File: config.mk
export PLATFORM = sky130hd
export DESIGN_NAME = id_stage
export DESIGN_NICKNAME = d
export VERILOG_FILES = /design/src/rtl/id_stage.sv
export SDC_FILE = /design/constraint.sdc
export NUM_CORES = 2
export LEC_CHECK = 0
export ABC_CLOCK_PERIOD_IN_PS = 5150
export CAP_MARGIN = 25
export CELL_PAD_IN_SITES_DETAIL_PLACEMENT = 0
export CELL_PAD_IN_SITES_GLOBAL_PLACEMENT = 2
export CORE_ASPECT_RATIO = 1.2
export CORE_MARGIN = 2
export CORE_UTILIZATION = 47
export CTS_CLUSTER_DIAMETER = 30
export CTS_CLUSTER_SIZE = 12
export DETAILED_ROUTE_END_ITERATION = 6
export PLACE_DENSITY_LB_ADDON = 0.1
export SYNTH_ARGS = -nofsm -noshare
export SYNTH_HDL_FRONTEND = slang
export SYNTH_SLANG_ARGS = --single-unit
File: constraint.sdc
create_clock -name clk -period 5.15 [get_ports clk]
set_clock_uncertainty 0.15 [all_clocks]
set_input_delay 0.515 -clock clk [delete_from_list [all_inputs] [get_ports clk]]
set_output_delay 0.515 -clock clk [all_outputs]
set_load 0.01 [all_outputs]
File: src/rtl/id_stage.sv
// rtl/id_stage.sv - RV32I decode stage: register file, ALU-control decode, registered valid/ready packet
module id_stage #(
    parameter int XLEN  = 32,
    parameter int NREGS = 32
) (
    input  logic            clk,
    input  logic            rst_n,
    input  logic            in_valid,
    output logic            in_ready,
    input  logic [31:0]     in_instr,
    input  logic [XLEN-1:0] in_pc,
    input  logic            flush,
    output logic            out_valid,
    input  logic            out_ready,
    output logic [5:0]      alu_cntrl,
    output logic [XLEN-1:0] src1,
    output logic [XLEN-1:0] src2,
    output logic [XLEN-1:0] imm_val,
    output logic [4:0]      shift_amount,
    output logic [4:0]      rd,
    output logic            rd_we,
    output logic            is_branch,
    output logic            illegal,
    output logic [XLEN-1:0] out_pc,
    input  logic            wb_en,
    input  logic [4:0]      wb_rd,
    input  logic [XLEN-1:0] wb_data
);

    localparam logic [6:0] OP_R      = 7'b0110011;
    localparam logic [6:0] OP_I      = 7'b0010011;
    localparam logic [6:0] OP_LUI    = 7'b0110111;
    localparam logic [6:0] OP_BRANCH = 7'b1100011;
    localparam logic [5:0] ALU_ILLEGAL = 6'b111111;

    logic [XLEN-1:0] regs [1:NREGS-1];

    logic [6:0] opcode;
    logic [2:0] funct3;
    logic [6:0] funct7;
    logic [4:0] rs1_idx;
    logic [4:0] rs2_idx;
    logic [4:0] rd_idx;

    assign opcode  = in_instr[6:0];
    assign rd_idx  = in_instr[11:7];
    assign funct3  = in_instr[14:12];
    assign rs1_idx = in_instr[19:15];
    assign rs2_idx = in_instr[24:20];
    assign funct7  = in_instr[31:25];

    logic [XLEN-1:0] rs1_val;
    logic [XLEN-1:0] rs2_val;

    // Combinational read with same-cycle writeback bypass; x0 always reads zero.
    always_comb begin
        rs1_val = '0;
        rs2_val = '0;
        if (rs1_idx != 5'd0)
            rs1_val = (wb_en && wb_rd == rs1_idx) ? wb_data : regs[rs1_idx];
        if (rs2_idx != 5'd0)
            rs2_val = (wb_en && wb_rd == rs2_idx) ? wb_data : regs[rs2_idx];
    end

    logic [5:0]      dec_alu;
    logic [XLEN-1:0] dec_imm;
    logic [4:0]      dec_shamt;
    logic            dec_branch;
    logic            dec_lui;
    logic            dec_illegal;
    logic            dec_we;

    always_comb begin
        dec_alu    = ALU_ILLEGAL;
        dec_imm    = '0;
        dec_shamt  = '0;
        dec_branch = 1'b0;
        dec_lui    = 1'b0;
        case (opcode)
            OP_R: begin
                case ({funct7, funct3})
                    {7'b0000000, 3'b000}: dec_alu = 6'b000000;
                    {7'b0000000, 3'b001}: dec_alu = 6'b000010;
                    {7'b0000000, 3'b010}: dec_alu = 6'b000011;
                    {7'b0000000, 3'b011}: dec_alu = 6'b000100;
                    {7'b0000000, 3'b100}: dec_alu = 6'b000101;
                    {7'b0000000, 3'b101}: dec_alu = 6'b000110;
                    {7'b0000000, 3'b110}: dec_alu = 6'b001000;
                    {7'b0000000, 3'b111}: dec_alu = 6'b001001;
                    {7'b0100000, 3'b000}: dec_alu = 6'b000001;
                    {7'b0100000, 3'b101}: dec_alu = 6'b000111;
                    default: ;
                endcase
                dec_shamt = rs2_val[4:0];
            end
            OP_I: begin
                dec_imm = {{20{in_instr[31]}}, in_instr[31:20]};
                case (funct3)
                    3'b000: dec_alu = 6'b001010;
                    3'b010: dec_alu = 6'b001100;
                    3'b011: dec_alu = 6'b001101;
                    3'b100: dec_alu = 6'b001110;
                    3'b110: dec_alu = 6'b010000;
                    3'b111: dec_alu = 6'b010001;
                    3'b001: if (funct7 == 7'b0000000) dec_alu = 6'b000010;
                    3'b101: begin
                        if (funct7 == 7'b0000000)      dec_alu = 6'b000110;
                        else if (funct7 == 7'b0100000) dec_alu = 6'b000111;
                    end
                    default: ;
                endcase
                if (funct3 == 3'b001 || funct3 == 3'b101)
                    dec_shamt = in_instr[24:20];
            end
            OP_LUI: begin
                // Upper immediate stays unshifted; execute applies the <<12.
                dec_alu = 6'b010010;
                dec_imm = {12'b0, in_instr[31:12]};
                dec_lui = 1'b1;
            end
            OP_BRANCH: begin
                case (funct3)
                    3'b000:  dec_alu = 6'b011010;
                    3'b001:  dec_alu = 6'b011011;
                    3'b100:  dec_alu = 6'b011100;
                    3'b101:  dec_alu = 6'b011101;
                    default: ;
                endcase
                dec_branch = 1'b1;
                dec_imm    = {{19{in_instr[31]}}, in_instr[31], in_instr[7],
                              in_instr[30:25], in_instr[11:8], 1'b0};
            end
            default: ;
        endcase
        dec_illegal = (dec_alu == ALU_ILLEGAL);
        if (dec_illegal) begin
            dec_imm    = '0;
            dec_shamt  = '0;
            dec_branch = 1'b0;
        end
        dec_we = !dec_illegal && !dec_branch && (rd_idx != 5'd0);
    end

    logic accept;
    assign in_ready = !out_valid || out_ready;
    assign accept   = in_valid && in_ready && !flush;

    always_ff @(posedge clk or negedge rst_n) begin
        if (!rst_n) begin
            for (int i = 1; i < NREGS; i++)
                regs[i] <= '0;
        end else if (wb_en && wb_rd != 5'd0) begin
            regs[wb_rd] <= wb_data;
        end
    end

    // Flush outranks accept, and accept outranks the drain on out_ready.
    always_ff @(posedge clk or negedge rst_n) begin
        if (!rst_n) begin
            out_valid    <= 1'b0;
            alu_cntrl    <= '0;
            src1         <= '0;
            src2         <= '0;
            imm_val      <= '0;
            shift_amount <= '0;
            rd           <= '0;
            rd_we        <= 1'b0;
            is_branch    <= 1'b0;
            illegal      <= 1'b0;
            out_pc       <= '0;
        end else if (flush) begin
            out_valid <= 1'b0;
        end else if (accept) begin
            out_valid    <= 1'b1;
            alu_cntrl    <= dec_alu;
            src1         <= dec_lui ? '0 : rs1_val;
            src2         <= rs2_val;
            imm_val      <= dec_imm;
            shift_amount <= dec_shamt;
            rd           <= rd_idx;
            rd_we        <= dec_we;
            is_branch    <= dec_branch;
            illegal      <= dec_illegal;
            out_pc       <= in_pc;
        end else if (out_ready) begin
            out_valid <= 1'b0;
        end
    end

endmodule

== After elaboration in Yosys (flattened, before gate mapping) ==
Cells that the tools add are included.

* Reduce and logical (&&, ||, !) cells: 23
* Bitwise logic cells: 4
* Eq/ne operators: 24
* Magnitude comparators: 4
* Muxes and demuxes: 32

{| class="wikitable"
|+ Operators by type and width
! cell !! number
|-
| $bwmux W992 || 1
|-
| $mux W32 || 11
|-
| $bmux W32 S5 || 2
|-
| $demux W32 S5 || 1
|-
| $pmux W32 S3 || 1
|-
| $pmux W6 S10 || 1
|-
| $pmux W6 S4 || 2
|-
| $pmux W6 S8 || 1
|-
| $eq A10 B3 Y1 const B || 4
|-
| $eq A7 B6 Y1 const B || 3
|-
| $eq A10 B2 Y1 const B || 2
|-
| $eq A10 B9 Y1 const B || 2
|-
| $reduce_bool A5 Y1 || 4
|-
| $ge A6 B6 Y1 const B || 3
|-
| $mux W6 || 3
|-
| $not A5 Y6 || 3
|-
| $eq A3 B3 Y1 const B || 4
|-
| $eq A10 B1 Y1 const B || 1
|-
| $eq A5 B5 Y1 || 2
|-
| $logic_not A10 Y1 || 1
|-
| $mux W5 || 2
|-
| $pmux W5 S2 || 1
|-
| $logic_and A1 B1 Y1 || 8
|-
| $eq A7 B5 Y1 const B || 1
|-
| 13 further kinds || 23
|}

* Word-level logic and storage cells: 129
* Output and inout port bits: 149
* Flip-flop bits (word level): 1,140

== Logic depth before layout (Yosys ltp) ==
* Depth after elaboration: 10
* Mapped depth: 11
* Depth with buffers taken out: 7

== Worst setup path before layout ==
OpenSTA, ideal clock, no wires.

* Kind: input port to flip-flop
* From: input in_instr[21]
* To: register src2[14]
* Library setup time: 128 ps
* Data required time: 4,872 ps
* Stages on the path: 9
* Arrival: 2,268 ps
* Buffers on the path: 3
* Slack: 2,604 ps
* Path through: clkbuf_1 buf_4 clkbuf_1 mux4_2 nor2b_1 a211oi_1 a21oi_1 a222oi_1 nand2_1

* Word-level cells in the longest chain between the ends: 6
* Elaborated cells on any way between the ends: 9

{| class="wikitable"
|+ Ends and longest elaborated chain
! what !! line !! source
|-
| start: declaration || 10 || <nowiki>input logic [31:0] in_instr,</nowiki>
|-
| $not A5 Y6 (implied by the code) || 62 || <nowiki>rs2_val = (wb_en && wb_rd == rs2_idx) ? wb_data : regs[rs2_idx];</nowiki>
|-
| $bmux W32 S5 || 62 ||
|-
| $mux W32 (implied by the code) (2 in a row) || 62 ||
|-
| $mux W32 || 62 ||
|-
| $mux W32 (*) || 61 || <nowiki>if (rs2_idx != 5'd0)</nowiki>
|-
| end signal: assignment || 177 || <nowiki>src2 <= rs2_val;</nowiki>
|-
| end: declaration || 17 || <nowiki>output logic [XLEN-1:0] src2,</nowiki>
|}

Every way passes the cells marked *; elsewhere a longest branch is shown, timed or not. The select of a mux whose other input is x is not followed.
A chain may end at the register's enable or synchronous reset.

== Worst setup path after layout ==
* From: register out_valid
* To: register src2[27]

* Word-level cells in the longest chain between the ends: 5

{| class="wikitable"
|+ Ends and longest elaborated chain
! what !! line !! source
|-
| start: declaration || 13 || <nowiki>output logic out_valid,</nowiki>
|-
| start signal: assignment || 160 || <nowiki>out_valid <= 1'b0;</nowiki>
|-
| start signal: assignment || 172 || <nowiki>out_valid <= 1'b0;</nowiki>
|-
| start signal: assignment || 174 || <nowiki>out_valid <= 1'b1;</nowiki>
|-
| $logic_not A1 Y1 || 145 || <nowiki>assign in_ready = !out_valid || out_ready;</nowiki>
|-
| $logic_or A1 B1 Y1 || 145 ||
|-
| $logic_and A1 B1 Y1 (2 in a row) || 146 || <nowiki>assign accept = in_valid && in_ready && !flush;</nowiki>
|-
| $reduce_and A2 Y1 (no source line) || - ||
|}

No other way between the ends.

==> out/results.tsv <==
metric	value	unit
cpPeakStageDelay	0.92	ns
startpoint	out_valid	
gr-total-overflow	0	
report.final.slew_viol_count	0	
die_y	393	microns
crit_type	reg2reg	
synth-seq-cells	1129	
cts_tree	done	
yosys_warnings	0	
area_delta_synth_final	24.4	%
dr.first_iter.drc_count	3391	
period_share	64.6	%
start_kind	flop	
drc_errors	0	
nNetsFinal	4760	
endpoint_kind	flop	
cp_max_fo	48	
diodes	0	
totalWireLength	205	mm
dieWidth	328	microns
clock_sinks	1129	
dp_hpwl	120	mm
antenna_found_initial	2	
syn-num-nets	4496	
grt_pass1_wl	302	mm
rr_endpoint	src2[27]	
synthCells	4389	
r2r.worst_path.cells	8	
synth.distinct_cells	63	
crit_chain	nor2b_1, nor3b_4, buf_4, nand2b_1, nor2_4, buf_12, a222oi_1, nand2_1	
start_util	47.5	%
min-delay-start	in_pc[15]	
htreeDepth	5	
clockBufferDepth	4	
std_cell_rows	142	
path_clk_slew	0.04	ns
rsz0062_at_grt	no	
firstDrtPassIters	6	
max_freq	301	MHz
setup_violations	0	
status	complete, no violations	
clk_latency	0.89	ns
synth_ff_type	dfrtp_1	
vias	41600	
gp_congestion	0.831	
synth_area_per_cell	13.5	sq um
viasPerCell	6.40	
wl_per_cell	31.5	microns
grt_pass1_vias	43400	
worstMarginPinSlew	1.10	ns
drive_gt1_share	43.8	%
maxCapViolations	0	
relSlewSlack	26.6	%
min_period	3.33	ns
tns	0	ns
dieArea	129000	sq um
syn-cell-area	59400	sq um
grt_max_degree	133	
post-cts-setup-buffers	0	
port_buffers	255	
whs	0.0422	ns
ir_drop	0.296	mV
track_usage	31.8	%
final_common_cell	dfrtp_1	
powerDensity	472	nW/um^2
antenna_left	0	
final_cell_mix	dfrtp_1, mux2_2, mux4_2	
hold_class	in2reg	
finalHoldViolCount	0	
ys_seq_area_share	47.6	%
ios	256	
design.core.area	125000	sq um
synth-edff-count	0	
required	5.79	ns
synthArstFlopShare	100	%
worst_r2r_startpoint	out_valid	
cp-endpoint	src2[27]	
critPathSlowestCell	nor2_4	
numCtsBuffers	284	
regToRegSetupSlack	1.82	ns
worstPathArrival	3.97	ns
cts-root-buf	clkbuf_16	
cellLeakagePower	32.3	nW
## worst max-delay path: cells and delay by family, from the launching register on
kind | cells | cell delay [ns]
and+or+nand+nor | 5 | 1.80
DFF | 1 | 0.37
AOI/OAI and AO/OA | 1 | 0.10
buffers and inverters | 2 | 0.79
## cell type report
type	count	area, sq um
Inverter	5	18.8
Multi-Input combinational cell	2801	29300
Fill cell	9979	51200
Timing Repair Buffer	432	4780
Tap cell	1656	2070
Clock buffer	367	7940
Sequential cell	1129	28300
Clock inverter	110	1510
## metal layers
| layer | part of all wire (%) | vias up | GRT usage, % |
|---|---|---|---|
| met2 | 47 | 1600 | 49.8 |
| met3 | 6.6 | 319 | 6.45 |
| met4 | 2.8 | 0 | 10.4 |
| li1 | - | 17200 | - |
| met1 | 43 | 22500 | 44.3 |
| met5 | 0 | - | 0 |
## flip-flops by register name (all words and copies together) (netlist names)
| signal | flops |
|---|---|
| src2 | 32 |
| src1 | 32 |
| illegal | 1 |
| is_branch | 1 |
| out_valid | 1 |
| imm_val | 21 |
| rd | 5 |
| out_pc | 32 |
| shift_amount | 5 |
| rd_we | 1 |
| regs | 992 |
| alu_cntrl | 6 |
## synth_stat cells (all sizes together), types with 4 or more instances
cell	count	area share, %
a211oi	30	0.39
a21oi	107	0.90
a221o	20	0.34
a221oi	20	0.29
a222oi	32	0.54
a22oi	102	1.3
and2	5	0.053
and3	4	0.042
buf	203	1.8
clkbuf	251	1.6
dfrtp	1129	48
inv	5	0.032
mux2	1066	20
mux2i	269	4.5
mux4	360	14
nand2	332	2.1
nand2b	6	0.063
nand3	47	0.40
nand3b	8	0.12
nor2	93	0.60
nor2b	43	0.45
nor3	8	0.067
nor3b	8	0.12
nor4	22	0.23
o211ai	30	0.38
o21ai	92	0.89
o221ai	19	0.28
o22ai	31	0.33
o31ai	5	0.063
o41ai	4	0.059
xor2	9	0.13
## worst min path at each step
stage	end	slack [ns]	cells past startpoint
5_1_grt	out_pc[18]	0.03	3
2_1_floorplan	alu_cntrl[0]	0.07	0
3_5_place_dp	src1[6]	0.31	2
6_report	out_pc[15]	0.04	3
4_1_cts	out_pc[15]	0.0004	3
3_3_place_gp	src1[6]	0.30	2
## cells by family after synthesis
logic type | share of synthesized area [%]
AOI/OAI and AO/OA | 5.91
xor gates and xnor gates | 0.177
buffers and inverters | 3.47
DFF | 47.6
muxes | 38.4
and+or+nand+nor | 4.46
## power by group
group	internal (mW)	switching, mW
clock	12.4	5.29
sequential	10.6	1.29
combinational	3.15	2.23
total	26.1	8.80
## stage by stage
step	cells	power, mW	utilization (%)	instance area, sq um	worst slack (ns)
finish	6500	34.9	59.1	73900	1.82
global route	6500	36.2	59.1	73900	1.67
CTS	6498	35.1	59.0	73800	1.85
detailed placement	6015	17.3	51.4	64300	1.32
global placement	5989	17.1	51.0	63800	1.32
floorplan	4389	15.3	-	59400	2.60
## timing repair
item,CTS,global route
hold endpoints to repair,82,0
endpoints found under the setup margin,0,0
hold buffers,6,0
resized for setup,0,0
Note: power is estimated with default switching activity, not from simulation.
